--- src/rtl/ahblite_interconnect_slaveport_if.sv ---
// Bundle of the per-masterport command/response signals and the single slave bus
// of one AHB-Lite interconnect slave port.
interface ahblite_interconnect_slaveport_if #(
  parameter int unsigned MASTER      = 2,
  parameter int unsigned HADDR_WIDTH = 32,
  parameter int unsigned HDATA_WIDTH = 32
);
  logic [MASTER-1:0]      mst_HSEL_i;
  logic [1:0]             mst_HTRANS_i    [MASTER];
  logic [2:0]             mst_HBURST_i    [MASTER];
  logic [2:0]             mst_HSIZE_i     [MASTER];
  logic                   mst_HWRITE_i    [MASTER];
  logic [HADDR_WIDTH-1:0] mst_HADDR_i     [MASTER];
  logic [HDATA_WIDTH-1:0] mst_HWDATA_i    [MASTER];
  logic                   mst_HMASTLOCK_i [MASTER];
  logic [6:0]             mst_HPROT_i     [MASTER];
  logic [MASTER-1:0]      mst_HREADY_o;
  logic [MASTER-1:0]      mst_HRESP_o;
  logic [HDATA_WIDTH-1:0] mst_HRDATA_o;

  logic                   slv_HSEL_o;
  logic [1:0]             slv_HTRANS_o;
  logic [2:0]             slv_HBURST_o;
  logic [2:0]             slv_HSIZE_o;
  logic                   slv_HWRITE_o;
  logic [HADDR_WIDTH-1:0] slv_HADDR_o;
  logic [HDATA_WIDTH-1:0] slv_HWDATA_o;
  logic                   slv_HMASTLOCK_o;
  logic [6:0]             slv_HPROT_o;
  logic                   slv_HREADY_o;
  logic [HDATA_WIDTH-1:0] slv_HRDATA_i;
  logic                   slv_HREADYOUT_i;
  logic                   slv_HRESP_i;

  logic [3:0]             aown_o;

  // View of the slave port itself
  modport slave (
    input  mst_HSEL_i, mst_HTRANS_i, mst_HBURST_i, mst_HSIZE_i, mst_HWRITE_i,
           mst_HADDR_i, mst_HWDATA_i, mst_HMASTLOCK_i, mst_HPROT_i,
           slv_HRDATA_i, slv_HREADYOUT_i, slv_HRESP_i,
    output mst_HREADY_o, mst_HRESP_o, mst_HRDATA_o,
           slv_HSEL_o, slv_HTRANS_o, slv_HBURST_o, slv_HSIZE_o, slv_HWRITE_o,
           slv_HADDR_o, slv_HWDATA_o, slv_HMASTLOCK_o, slv_HPROT_o, slv_HREADY_o,
           aown_o
  );

  // View of the surrounding masters and slave
  modport master (
    output mst_HSEL_i, mst_HTRANS_i, mst_HBURST_i, mst_HSIZE_i, mst_HWRITE_i,
           mst_HADDR_i, mst_HWDATA_i, mst_HMASTLOCK_i, mst_HPROT_i,
           slv_HRDATA_i, slv_HREADYOUT_i, slv_HRESP_i,
    input  mst_HREADY_o, mst_HRESP_o, mst_HRDATA_o,
           slv_HSEL_o, slv_HTRANS_o, slv_HBURST_o, slv_HSIZE_o, slv_HWRITE_o,
           slv_HADDR_o, slv_HWDATA_o, slv_HMASTLOCK_o, slv_HPROT_o, slv_HREADY_o,
           aown_o
  );
endinterface

--- src/rtl/ahblite_interconnect_slaveport.sv ---
// AHB-Lite interconnect slave port: round-robin arbitration of several masterports
// onto one slave, with burst and lock retention and data-phase response routing.
module ahblite_interconnect_slaveport #(
  parameter int unsigned MASTER      = 2,
  parameter int unsigned HADDR_WIDTH = 32,
  parameter int unsigned HDATA_WIDTH = 32
) (
  input logic HCLK,
  input logic HRESET,
  ahblite_interconnect_slaveport_if.slave bus
);
  localparam int unsigned SEL_W = (MASTER > 1) ? $clog2(MASTER) : 1;

  typedef enum logic [1:0] {ST_IDLE = 2'd0, ST_OWN = 2'd1, ST_LOCK = 2'd2} state_t;

  state_t                 r_state, w_state_nxt;
  logic [SEL_W-1:0]       r_aown, r_down, r_ptr;
  logic [SEL_W-1:0]       w_aown_nxt, w_ptr_nxt, w_win;
  logic                   r_dvld;
  logic                   w_found, w_arb, w_owned, w_accept, w_own_lock;
  logic [1:0]             w_own_trans;
  logic [MASTER-1:0]      w_req, w_hready, w_hresp;
  logic [HADDR_WIDTH-1:0] w_haddr;
  logic [HDATA_WIDTH-1:0] w_hwdata;

  function automatic logic [SEL_W-1:0] wrap_inc(input logic [SEL_W-1:0] base,
                                                input int unsigned off);
    int unsigned s;
    s = 32'(base) + off;
    if (s >= MASTER) s = s - MASTER;
    return SEL_W'(s);
  endfunction

  for (genvar g = 0; g < MASTER; g++) begin : g_port
    assign w_req[g] = bus.mst_HSEL_i[g] & bus.mst_HTRANS_i[g][1];
  end

  assign w_owned     = (r_state != ST_IDLE);
  assign w_own_trans = bus.mst_HTRANS_i[r_aown];
  assign w_own_lock  = bus.mst_HMASTLOCK_i[r_aown];
  assign w_accept    = w_owned & bus.mst_HSEL_i[r_aown] & w_own_trans[1];

  // Round-robin search starting one past the last winner
  always_comb begin
    w_found = 1'b0;
    w_win   = '0;
    for (int unsigned k = 0; k < MASTER; k++) begin
      if (!w_found && w_req[wrap_inc(r_ptr, k)]) begin
        w_found = 1'b1;
        w_win   = wrap_inc(r_ptr, k);
      end
    end
  end

  always_ff @(posedge HCLK or posedge HRESET) begin
    if (HRESET) begin
      r_state <= ST_IDLE;
      r_aown  <= '0;
      r_ptr   <= '0;
    end else if (bus.slv_HREADYOUT_i) begin
      r_state <= w_state_nxt;
      r_aown  <= w_aown_nxt;
      r_ptr   <= w_ptr_nxt;
    end
  end

  // Ownership is kept through SEQ/BUSY beats, and through any beat while locked
  always_comb begin
    w_state_nxt = r_state;
    w_aown_nxt  = r_aown;
    w_ptr_nxt   = r_ptr;
    w_arb       = 1'b0;
    case (r_state)
      ST_IDLE: w_arb = 1'b1;
      ST_OWN:  w_arb = ~w_own_trans[0];
      ST_LOCK: w_arb = ~w_own_lock & ~w_own_trans[0];
      default: w_arb = 1'b1;
    endcase
    if (w_arb) begin
      if (w_found) begin
        w_state_nxt = bus.mst_HMASTLOCK_i[w_win] ? ST_LOCK : ST_OWN;
        w_aown_nxt  = w_win;
        w_ptr_nxt   = wrap_inc(w_win, 1);
      end else begin
        w_state_nxt = ST_IDLE;
      end
    end
  end

  always_ff @(posedge HCLK or posedge HRESET) begin
    if (HRESET) begin
      r_down <= '0;
      r_dvld <= 1'b0;
    end else if (bus.slv_HREADYOUT_i) begin
      r_dvld <= w_accept;
      if (w_accept) r_down <= r_aown;
    end
  end

  // Responses go to the data owner; waiting requesters are stalled
  for (genvar g = 0; g < MASTER; g++) begin : g_resp
    logic w_dat, w_adr;
    assign w_dat      = r_dvld & (r_down == SEL_W'(g));
    assign w_adr      = w_owned & (r_aown == SEL_W'(g));
    assign w_hready[g] = (w_dat | w_adr) ? bus.slv_HREADYOUT_i : ~(w_req[g] & ~HRESET);
    assign w_hresp[g]  = w_dat & bus.slv_HRESP_i;
  end

  assign w_haddr  = w_owned ? bus.mst_HADDR_i[r_aown] : '0;
  assign w_hwdata = bus.mst_HWDATA_i[r_down];

  assign bus.slv_HSEL_o      = w_owned & bus.mst_HSEL_i[r_aown];
  assign bus.slv_HTRANS_o    = w_owned ? w_own_trans : 2'b00;
  assign bus.slv_HBURST_o    = w_owned ? bus.mst_HBURST_i[r_aown] : 3'b000;
  assign bus.slv_HSIZE_o     = w_owned ? bus.mst_HSIZE_i[r_aown] : 3'b000;
  assign bus.slv_HWRITE_o    = w_owned & bus.mst_HWRITE_i[r_aown];
  assign bus.slv_HADDR_o     = w_haddr;
  assign bus.slv_HMASTLOCK_o = w_owned & w_own_lock;
  assign bus.slv_HPROT_o     = w_owned ? bus.mst_HPROT_i[r_aown] : 7'd0;
  assign bus.slv_HWDATA_o    = w_hwdata;
  assign bus.slv_HREADY_o    = bus.slv_HREADYOUT_i;
  assign bus.mst_HRDATA_o    = bus.slv_HRDATA_i;
  assign bus.mst_HREADY_o    = w_hready;
  assign bus.mst_HRESP_o     = w_hresp;
  assign bus.aown_o          = 4'(r_aown);
endmodule
--- src/flat_wrapper.sv ---
// flat-port wrapper written by rule: the top's interface ports become plain ports
module ahblite_interconnect_slaveport_flat 
#(
  parameter int unsigned MASTER      = 2,
  parameter int unsigned HADDR_WIDTH = 32,
  parameter int unsigned HDATA_WIDTH = 32
)
  (HCLK, HRESET, bus_mst_HSEL_i, bus_mst_HTRANS_i, bus_mst_HBURST_i, bus_mst_HSIZE_i, bus_mst_HWRITE_i, bus_mst_HADDR_i, bus_mst_HWDATA_i, bus_mst_HMASTLOCK_i, bus_mst_HPROT_i, bus_slv_HRDATA_i, bus_slv_HREADYOUT_i, bus_slv_HRESP_i, bus_mst_HREADY_o, bus_mst_HRESP_o, bus_mst_HRDATA_o, bus_slv_HSEL_o, bus_slv_HTRANS_o, bus_slv_HBURST_o, bus_slv_HSIZE_o, bus_slv_HWRITE_o, bus_slv_HADDR_o, bus_slv_HWDATA_o, bus_slv_HMASTLOCK_o, bus_slv_HPROT_o, bus_slv_HREADY_o, bus_aown_o);
  ahblite_interconnect_slaveport_if #(.MASTER(MASTER), .HADDR_WIDTH(HADDR_WIDTH), .HDATA_WIDTH(HDATA_WIDTH)) bus_i ();
  input logic HCLK;
  input logic HRESET;
  input wire logic [$bits(bus_i.mst_HSEL_i)-1:0] bus_mst_HSEL_i;
  input wire logic [$bits(bus_i.mst_HTRANS_i)-1:0] bus_mst_HTRANS_i;
  input wire logic [$bits(bus_i.mst_HBURST_i)-1:0] bus_mst_HBURST_i;
  input wire logic [$bits(bus_i.mst_HSIZE_i)-1:0] bus_mst_HSIZE_i;
  input wire logic [$bits(bus_i.mst_HWRITE_i)-1:0] bus_mst_HWRITE_i;
  input wire logic [$bits(bus_i.mst_HADDR_i)-1:0] bus_mst_HADDR_i;
  input wire logic [$bits(bus_i.mst_HWDATA_i)-1:0] bus_mst_HWDATA_i;
  input wire logic [$bits(bus_i.mst_HMASTLOCK_i)-1:0] bus_mst_HMASTLOCK_i;
  input wire logic [$bits(bus_i.mst_HPROT_i)-1:0] bus_mst_HPROT_i;
  input wire logic [$bits(bus_i.slv_HRDATA_i)-1:0] bus_slv_HRDATA_i;
  input wire logic [$bits(bus_i.slv_HREADYOUT_i)-1:0] bus_slv_HREADYOUT_i;
  input wire logic [$bits(bus_i.slv_HRESP_i)-1:0] bus_slv_HRESP_i;
  output wire logic [$bits(bus_i.mst_HREADY_o)-1:0] bus_mst_HREADY_o;
  output wire logic [$bits(bus_i.mst_HRESP_o)-1:0] bus_mst_HRESP_o;
  output wire logic [$bits(bus_i.mst_HRDATA_o)-1:0] bus_mst_HRDATA_o;
  output wire logic [$bits(bus_i.slv_HSEL_o)-1:0] bus_slv_HSEL_o;
  output wire logic [$bits(bus_i.slv_HTRANS_o)-1:0] bus_slv_HTRANS_o;
  output wire logic [$bits(bus_i.slv_HBURST_o)-1:0] bus_slv_HBURST_o;
  output wire logic [$bits(bus_i.slv_HSIZE_o)-1:0] bus_slv_HSIZE_o;
  output wire logic [$bits(bus_i.slv_HWRITE_o)-1:0] bus_slv_HWRITE_o;
  output wire logic [$bits(bus_i.slv_HADDR_o)-1:0] bus_slv_HADDR_o;
  output wire logic [$bits(bus_i.slv_HWDATA_o)-1:0] bus_slv_HWDATA_o;
  output wire logic [$bits(bus_i.slv_HMASTLOCK_o)-1:0] bus_slv_HMASTLOCK_o;
  output wire logic [$bits(bus_i.slv_HPROT_o)-1:0] bus_slv_HPROT_o;
  output wire logic [$bits(bus_i.slv_HREADY_o)-1:0] bus_slv_HREADY_o;
  output wire logic [$bits(bus_i.aown_o)-1:0] bus_aown_o;
  assign bus_i.mst_HSEL_i = bus_mst_HSEL_i;
  assign bus_i.mst_HTRANS_i = {>>{bus_mst_HTRANS_i}};
  assign bus_i.mst_HBURST_i = {>>{bus_mst_HBURST_i}};
  assign bus_i.mst_HSIZE_i = {>>{bus_mst_HSIZE_i}};
  assign bus_i.mst_HWRITE_i = {>>{bus_mst_HWRITE_i}};
  assign bus_i.mst_HADDR_i = {>>{bus_mst_HADDR_i}};
  assign bus_i.mst_HWDATA_i = {>>{bus_mst_HWDATA_i}};
  assign bus_i.mst_HMASTLOCK_i = {>>{bus_mst_HMASTLOCK_i}};
  assign bus_i.mst_HPROT_i = {>>{bus_mst_HPROT_i}};
  assign bus_i.slv_HRDATA_i = bus_slv_HRDATA_i;
  assign bus_i.slv_HREADYOUT_i = bus_slv_HREADYOUT_i;
  assign bus_i.slv_HRESP_i = bus_slv_HRESP_i;
  assign bus_mst_HREADY_o = bus_i.mst_HREADY_o;
  assign bus_mst_HRESP_o = bus_i.mst_HRESP_o;
  assign bus_mst_HRDATA_o = bus_i.mst_HRDATA_o;
  assign bus_slv_HSEL_o = bus_i.slv_HSEL_o;
  assign bus_slv_HTRANS_o = bus_i.slv_HTRANS_o;
  assign bus_slv_HBURST_o = bus_i.slv_HBURST_o;
  assign bus_slv_HSIZE_o = bus_i.slv_HSIZE_o;
  assign bus_slv_HWRITE_o = bus_i.slv_HWRITE_o;
  assign bus_slv_HADDR_o = bus_i.slv_HADDR_o;
  assign bus_slv_HWDATA_o = bus_i.slv_HWDATA_o;
  assign bus_slv_HMASTLOCK_o = bus_i.slv_HMASTLOCK_o;
  assign bus_slv_HPROT_o = bus_i.slv_HPROT_o;
  assign bus_slv_HREADY_o = bus_i.slv_HREADY_o;
  assign bus_aown_o = bus_i.aown_o;
  ahblite_interconnect_slaveport #(.MASTER(MASTER), .HADDR_WIDTH(HADDR_WIDTH), .HDATA_WIDTH(HDATA_WIDTH)) u_core (.HCLK(HCLK), .HRESET(HRESET), .bus(bus_i));
endmodule
--- config.mk ---
export PLATFORM = sky130hd
export DESIGN_NAME = ahblite_interconnect_slaveport_flat
export DESIGN_NICKNAME = d
export VERILOG_FILES = /design/src/rtl/ahblite_interconnect_slaveport_if.sv /design/src/rtl/ahblite_interconnect_slaveport.sv /design/src/flat_wrapper.sv
export SDC_FILE = /design/constraint.sdc
export NUM_CORES = 1
export LEC_CHECK = 0
export ABC_AREA = 0
export BUFFER_PORTS_ARGS = -buffer_cell sky130_fd_sc_hd__clkbuf_2
export CORE_AREA = 2 2 127 129
export CTS_CLUSTER_DIAMETER = 120
export DETAILED_ROUTE_END_ITERATION = 8
export DIE_AREA = 0 0 129 131
export MAX_ROUTING_LAYER = met4
export PLACE_DENSITY = 0.41
export SLEW_MARGIN = 20
export SYNTH_ARGS = -nofsm -noshare
export SYNTH_HDL_FRONTEND = slang
export SYNTH_SLANG_ARGS = --single-unit
--- constraint.sdc ---
create_clock -name HCLK -period 2.1 [get_ports HCLK]
set_input_delay 0.63 -clock HCLK [delete_from_list [all_inputs] [get_ports HCLK]]
set_output_delay 0.63 -clock HCLK [all_outputs]
set_load 0.02 [all_outputs]
* Word-level counts from Yosys, hierarchy flattened *
Cells that the tools add are included.

cells by class
  add/sub/neg operators = 5
  multiply operators = 0
  div/mod/pow operators = 0
  magnitude comparators = 9
  equal/unequal tests = 2
  shift-type cells = 0
  mux-type cells = 50
  bitwise operators = 27
  reductions and logical operators = 6

operators by type and width
  cell                 number
  $mux 32              7
  $mux 7               4
  $mux 1               24
  $mux 3               8
  $and 1x1->1          15
  $mux 2               6
  $ge 2x2->1 const B   5
  $not 1->1            7
  $lt 1x2->1 const B   3
  $not 1->2            3
  $add 1x1->2 const B  2
  $reduce_and 2->1     2
  $reduce_and 3->1     1
  $sub 1x1->1 const B  3
  $eq 2x1->1 const B   1
  $eq 2x2->1 const B   1
  $ge 1x2->1 const B   1
  $or 1x1->1           2
  $pmux 1 s2           1
  $reduce_bool 2->1    1
  $logic_and 1x1->1    1
  $logic_not 1->1      1

word-level totals
  register bits = 6
  latch bits = 0
  RAM bits = 0
  memory bits (read-only) = 0
  input port bits = 200
  output and inout port bits = 123
  logic and storage cells = 104
  memories = 0

* Depth between registers and ports, before layout *
  word-level depth = 14
  mapped depth = 7
  depth with buffers taken out = 6

* Worst setup path before layout *
No wires, ideal clock.

  path kind = register -> output
  start point = register u_core.r_state[0]
  end point = output port bus_slv_HADDR_o[11]
  data arrival time = 1.492 ns
  required time = 1.470 ns
  path slack = -0.022 ns
  stages on the path, launching flop included = 7
  path buffers = 3
  cells stage by stage = dfrtp_1 -> inv_1 -> ha_1 -> clkbuf_1 -> clkbuf_1 -> buf_1 -> nor2_1

between the ends
  cells in the longest elaborated chain, start to end = 2

ends and longest elaborated chain
  what                    RTL line                               source
  from (decl)             ahblite_interconnect_slaveport.sv:16   state_t r_state, w_state_nxt;
  from (signal assigned)  ahblite_interconnect_slaveport.sv:61   r_state <= w_state_nxt;
  $reduce_bool 2->1       ahblite_interconnect_slaveport.sv:38   assign w_owned = (r_state != ST_IDLE);
  $mux 32                 ahblite_interconnect_slaveport.sv:109  assign w_haddr = w_owned ? bus.mst_HADDR_i[r_aown] : '0;
  to (decl)               flat_wrapper.sv:32                     output wire logic [$bits(bus_i.slv_HADDR_o)-1:0] bus_slv_HADDR_o;

No other way between the ends.

* Worst setup path after layout *
  start point = register u_core.r_aown
  end point = output port bus_slv_HTRANS_o[1]

between the ends
  cells in the longest elaborated chain, start to end = 5

ends and longest elaborated chain
  what                                        RTL line                               source
  from (decl)                                 ahblite_interconnect_slaveport.sv:17   logic [SEL_W-1:0] r_aown, r_down, r_ptr;
  from (signal assigned)                      ahblite_interconnect_slaveport.sv:62   r_aown <= w_aown_nxt;
  $not 1->2 (implied by the code)             ahblite_interconnect_slaveport.sv:39   assign w_own_trans = bus.mst_HTRANS_i[r_aown];
  $mux 2 (implied by the code) (3 in series)  ahblite_interconnect_slaveport.sv:39
  $mux 2                                      ahblite_interconnect_slaveport.sv:113  assign bus.slv_HTRANS_o = w_owned ? w_own_trans : 2'b00;
  to (decl)                                   flat_wrapper.sv:28                     output wire logic [$bits(bus_i.slv_HTRANS_o)-1:0] bus_slv_HTRANS_o;

No other way between the ends. The select of a mux whose other input is x is not followed.

==> impl_metrics.toml <==
[timing]
layout_min_cycle_time_ns = 2.12
final.hold.worst_slack_ns = 0.346
period_share_pct = 101
timing.final.hold_violations = 0
finalMaxSlewViolations = 0
grt_setup_unrepaired = "yes"
fmaxAchievable_ghz = 0.471
setup_violations = 1
postLayoutSetupSlackWorst_ns = -0.0242
fin_skew_ns = 0.00223

[cells_and_area]
final_cell_mix = "240 x clkbuf_2, 53 x nor2_1, 45 x mux2i_1"
antenna_cells_inserted = 0
nFillCells = 1775
drive_gt1_share_pct = 70.3
area.sequential_um2 = 154
leading_cell_type_in_the_layout_fill_and_taps_excluded = "clkbuf_2"
synthToLayoutAreaGrowth_pct = 80.1
area_used_by_multi_input_combinational_logic_mm2 = 0.00136
final_nets = 662

[drt]
top_layer = "met4"
firstDrtPassIters = 4
vias = 2512
detail-route-antenna-nets = 0
detail_route.wirelength_um = 9320
detail_route.vias_per_cell = 3.73
dr_wl_met2_um = 4930
routed_wire_length_per_instance_um = 13.8
routed-wl-met3_um = 801
post-route-drc-count = 0
drt_first_iter_violations = 50
routedLengthMet1_um = 3490

[cts]
cts_hold_buffers = 0
clk-insertion-delay-late_ns = 0.23
cts_num_sinks = 6
clock-root-buffer = "clkbuf_16"
ctsLongestPathBuffers = 2
cts.clk_slew.worst_paths_ns = 0.04
cts_inserted_buffers = 3
clock_tree.htree_level_count = 1
tritoncts_clock_tree = "yes"

[logic_synthesis]
ys_seq_elements = 6
synth_area_per_cell_um2 = 7.90
synth_largest_area_cell = "mux2i_1"
ys_warn_count = 0
synthDistinctLibCells = 31
syn_area_mm2 = 0.00187
synth_sequential_area_ratio_pct = 8.05
top_area_cell_type_share_of_the_netlist_area_pct = 25.8
postSynthCellCount = 236
biggest_area_contributors_in_the_synthesized_netlist = "mux2i_1 26%, mux2_2 20%, buf_4 15%"

[die]
die_w_um = 129
core_area_mm2 = 0.0156
floorplan.die_area_mm2 = 0.0169
rows = 46
floorplan.initialDensity_pct = 12.0
die_height_um = 131
num_io_pins = 323

[global_route]
grt_antenna_before_repair = 0
grt_pass1_wl_um = 12300
grt_pass1_vias = 2386
grt_overflow = 0
overall_global_routing_resource_usage_pct = 9.82
grt_max_degree = 49

[worst_setup_path]
worst_ep_required_time_ns = 1.47
cp_data_arrival_time_ns = 1.49
path_max_fanout = 6
criticalPathCategory = "register to primary output"
timing.critical_path.from_type = "register"
cp-end-kind = "primary output"

[place]
dpl.hpwl_um = 8460
final_weighted_congestion_in_routability_driven_placement = 0.784
port_bufs = 255

[power_and_ir_drop]
total_leakage_power_nw = 1.93
peak_supply_drop_mv = 0.500
power_w = 0.00396
p_per_area_mw_per_mm2 = 1180

[job]
drv_cap = 0

[worst_hold_path]
timing.hold.worst.class = "input port to async pin"

[run_status]
violations_in_the_final_reports = "negative setup slack"
run_status = "complete, but fails checks"
==> per-layer routing <==
metal | global-route usage, % | vias up
li1 | - | 1205
met5 | - | -
met2 | 19.9 | 195
met4 | 1.73 | 0
met1 | 10.3 | 1100
met3 | 0.936 | 12
==> Yosys cell counts <==
cell type and count:
nand2_2 1, o21ai_0 2, a22o_1 2, conb_1 1
clkbuf_1 4, nor2_1 53, ha_1 3, buf_4 37
o22ai_1 1, mux2_2 33, inv_1 11, a2bb2oi_2 1
a22oi_1 1, a311oi_2 1, buf_2 9, nand2_1 3
mux2i_1 48, mux2_1 2, dfrtp_1 6, a31oi_1 3
and2_1 1, buf_1 2, mux2i_2 1, o21ai_2 1
a21oi_1 1, buf_6 1, a2bb2oi_1 1, o2bb2ai_1 1
and3_1 2, a31oi_4 1, nand3_1 2
==> final cells by class <==
cell class / instances / share of cell area [%]
multi-input cells: 168 / 40.6
well taps: 216 / 8.04
repair buffers: 269 / 43.2
flip-flops and latches: 6 / 4.58
inverters: 11 / 1.23
clock buffers: 4 / 2.35
==> state kept, by name, indices dropped and copies added (netlist names) <==
signal,count
u_core.r_dvld,1
u_core.r_down,1
u_core.r_aown,1
u_core.r_state,2
u_core.r_ptr,1
==> path summary, 6_finish.rpt <==
path / slack [ns] / from / to / cells past startpoint
min in group HCLK: 0.58 / u_core.r_ptr / u_core.r_ptr / 2
setup reg to reg: 0.24 / u_core.r_aown / u_core.r_state[0] / 6
hold / removal: 0.35 / HRESET / u_core.r_state[0] / 2
setup / recovery: -0.02 / u_core.r_aown / bus_slv_HTRANS_o[1] / 4
hold reg to reg: 0.58 / u_core.r_ptr / u_core.r_ptr / 2
max in group asynchronous: 1.53 / HRESET / u_core.r_aown / 2
==> worst max-delay path, stage by stage (launching register included) <==
cell	delay [ns]
dfrtp_4	0.52
buf_6	0.16
mux2_4	0.30
and2_4	0.16
buf_8	0.12
==> stage by stage <==
stage	utilization [%]	cells	cell area, µm²	setup WS (ns)	TNS (ns)
floorplan	-	238	1880	0.0682	0
global placement	20.2	664	3150	0.123	0
detailed placement	20.2	664	3150	0.0828	0
CTS	21.3	674	3320	-0.0198	-0.0522
global route	21.5	674	3360	-0.0592	-0.776
finish	21.5	674	3360	-0.0242	-0.0242
==> cell families after synthesis <==
family | after synthesis | synth area share [%]
AO/OA/AOI/OAI | 16 | 7.65
adder cells (fa/ha/maj) | 3 | 2.01
buffers and inverters | 64 | 21.3
flip-flops | 6 | 8.05
multiplexers | 84 | 47.6
other | 1 | 0.201
AND/OR/NAND/NOR | 62 | 13.1
==> what timing repair did <==
| item | CTS | global route |
|---|---|---|
| endpoints found under the hold margin | 0 | 0 |
| buffers inserted | 6 | 0 |
| resized for setup | 12 | 26 |
| setup endpoints to repair | 22 | 48 |
| pin swaps | 2 | 2 |
==> power by group <==
| group | total, W | switching [W] | internal, W | leakage (nW) |
|---|---|---|---|---|
| combinational | 0.00341 | 0.00199 | 0.00142 | 1.81 |
| clock | 0.000318 | 0.0000662 | 0.000252 | 0.0382 |
| sequential | 0.000227 | 0.0000584 | 0.000169 | 0.0765 |
| total | 0.00396 | 0.00211 | 0.00185 | 1.93 |
No activity file was read; power rests on OpenSTA's default activity.
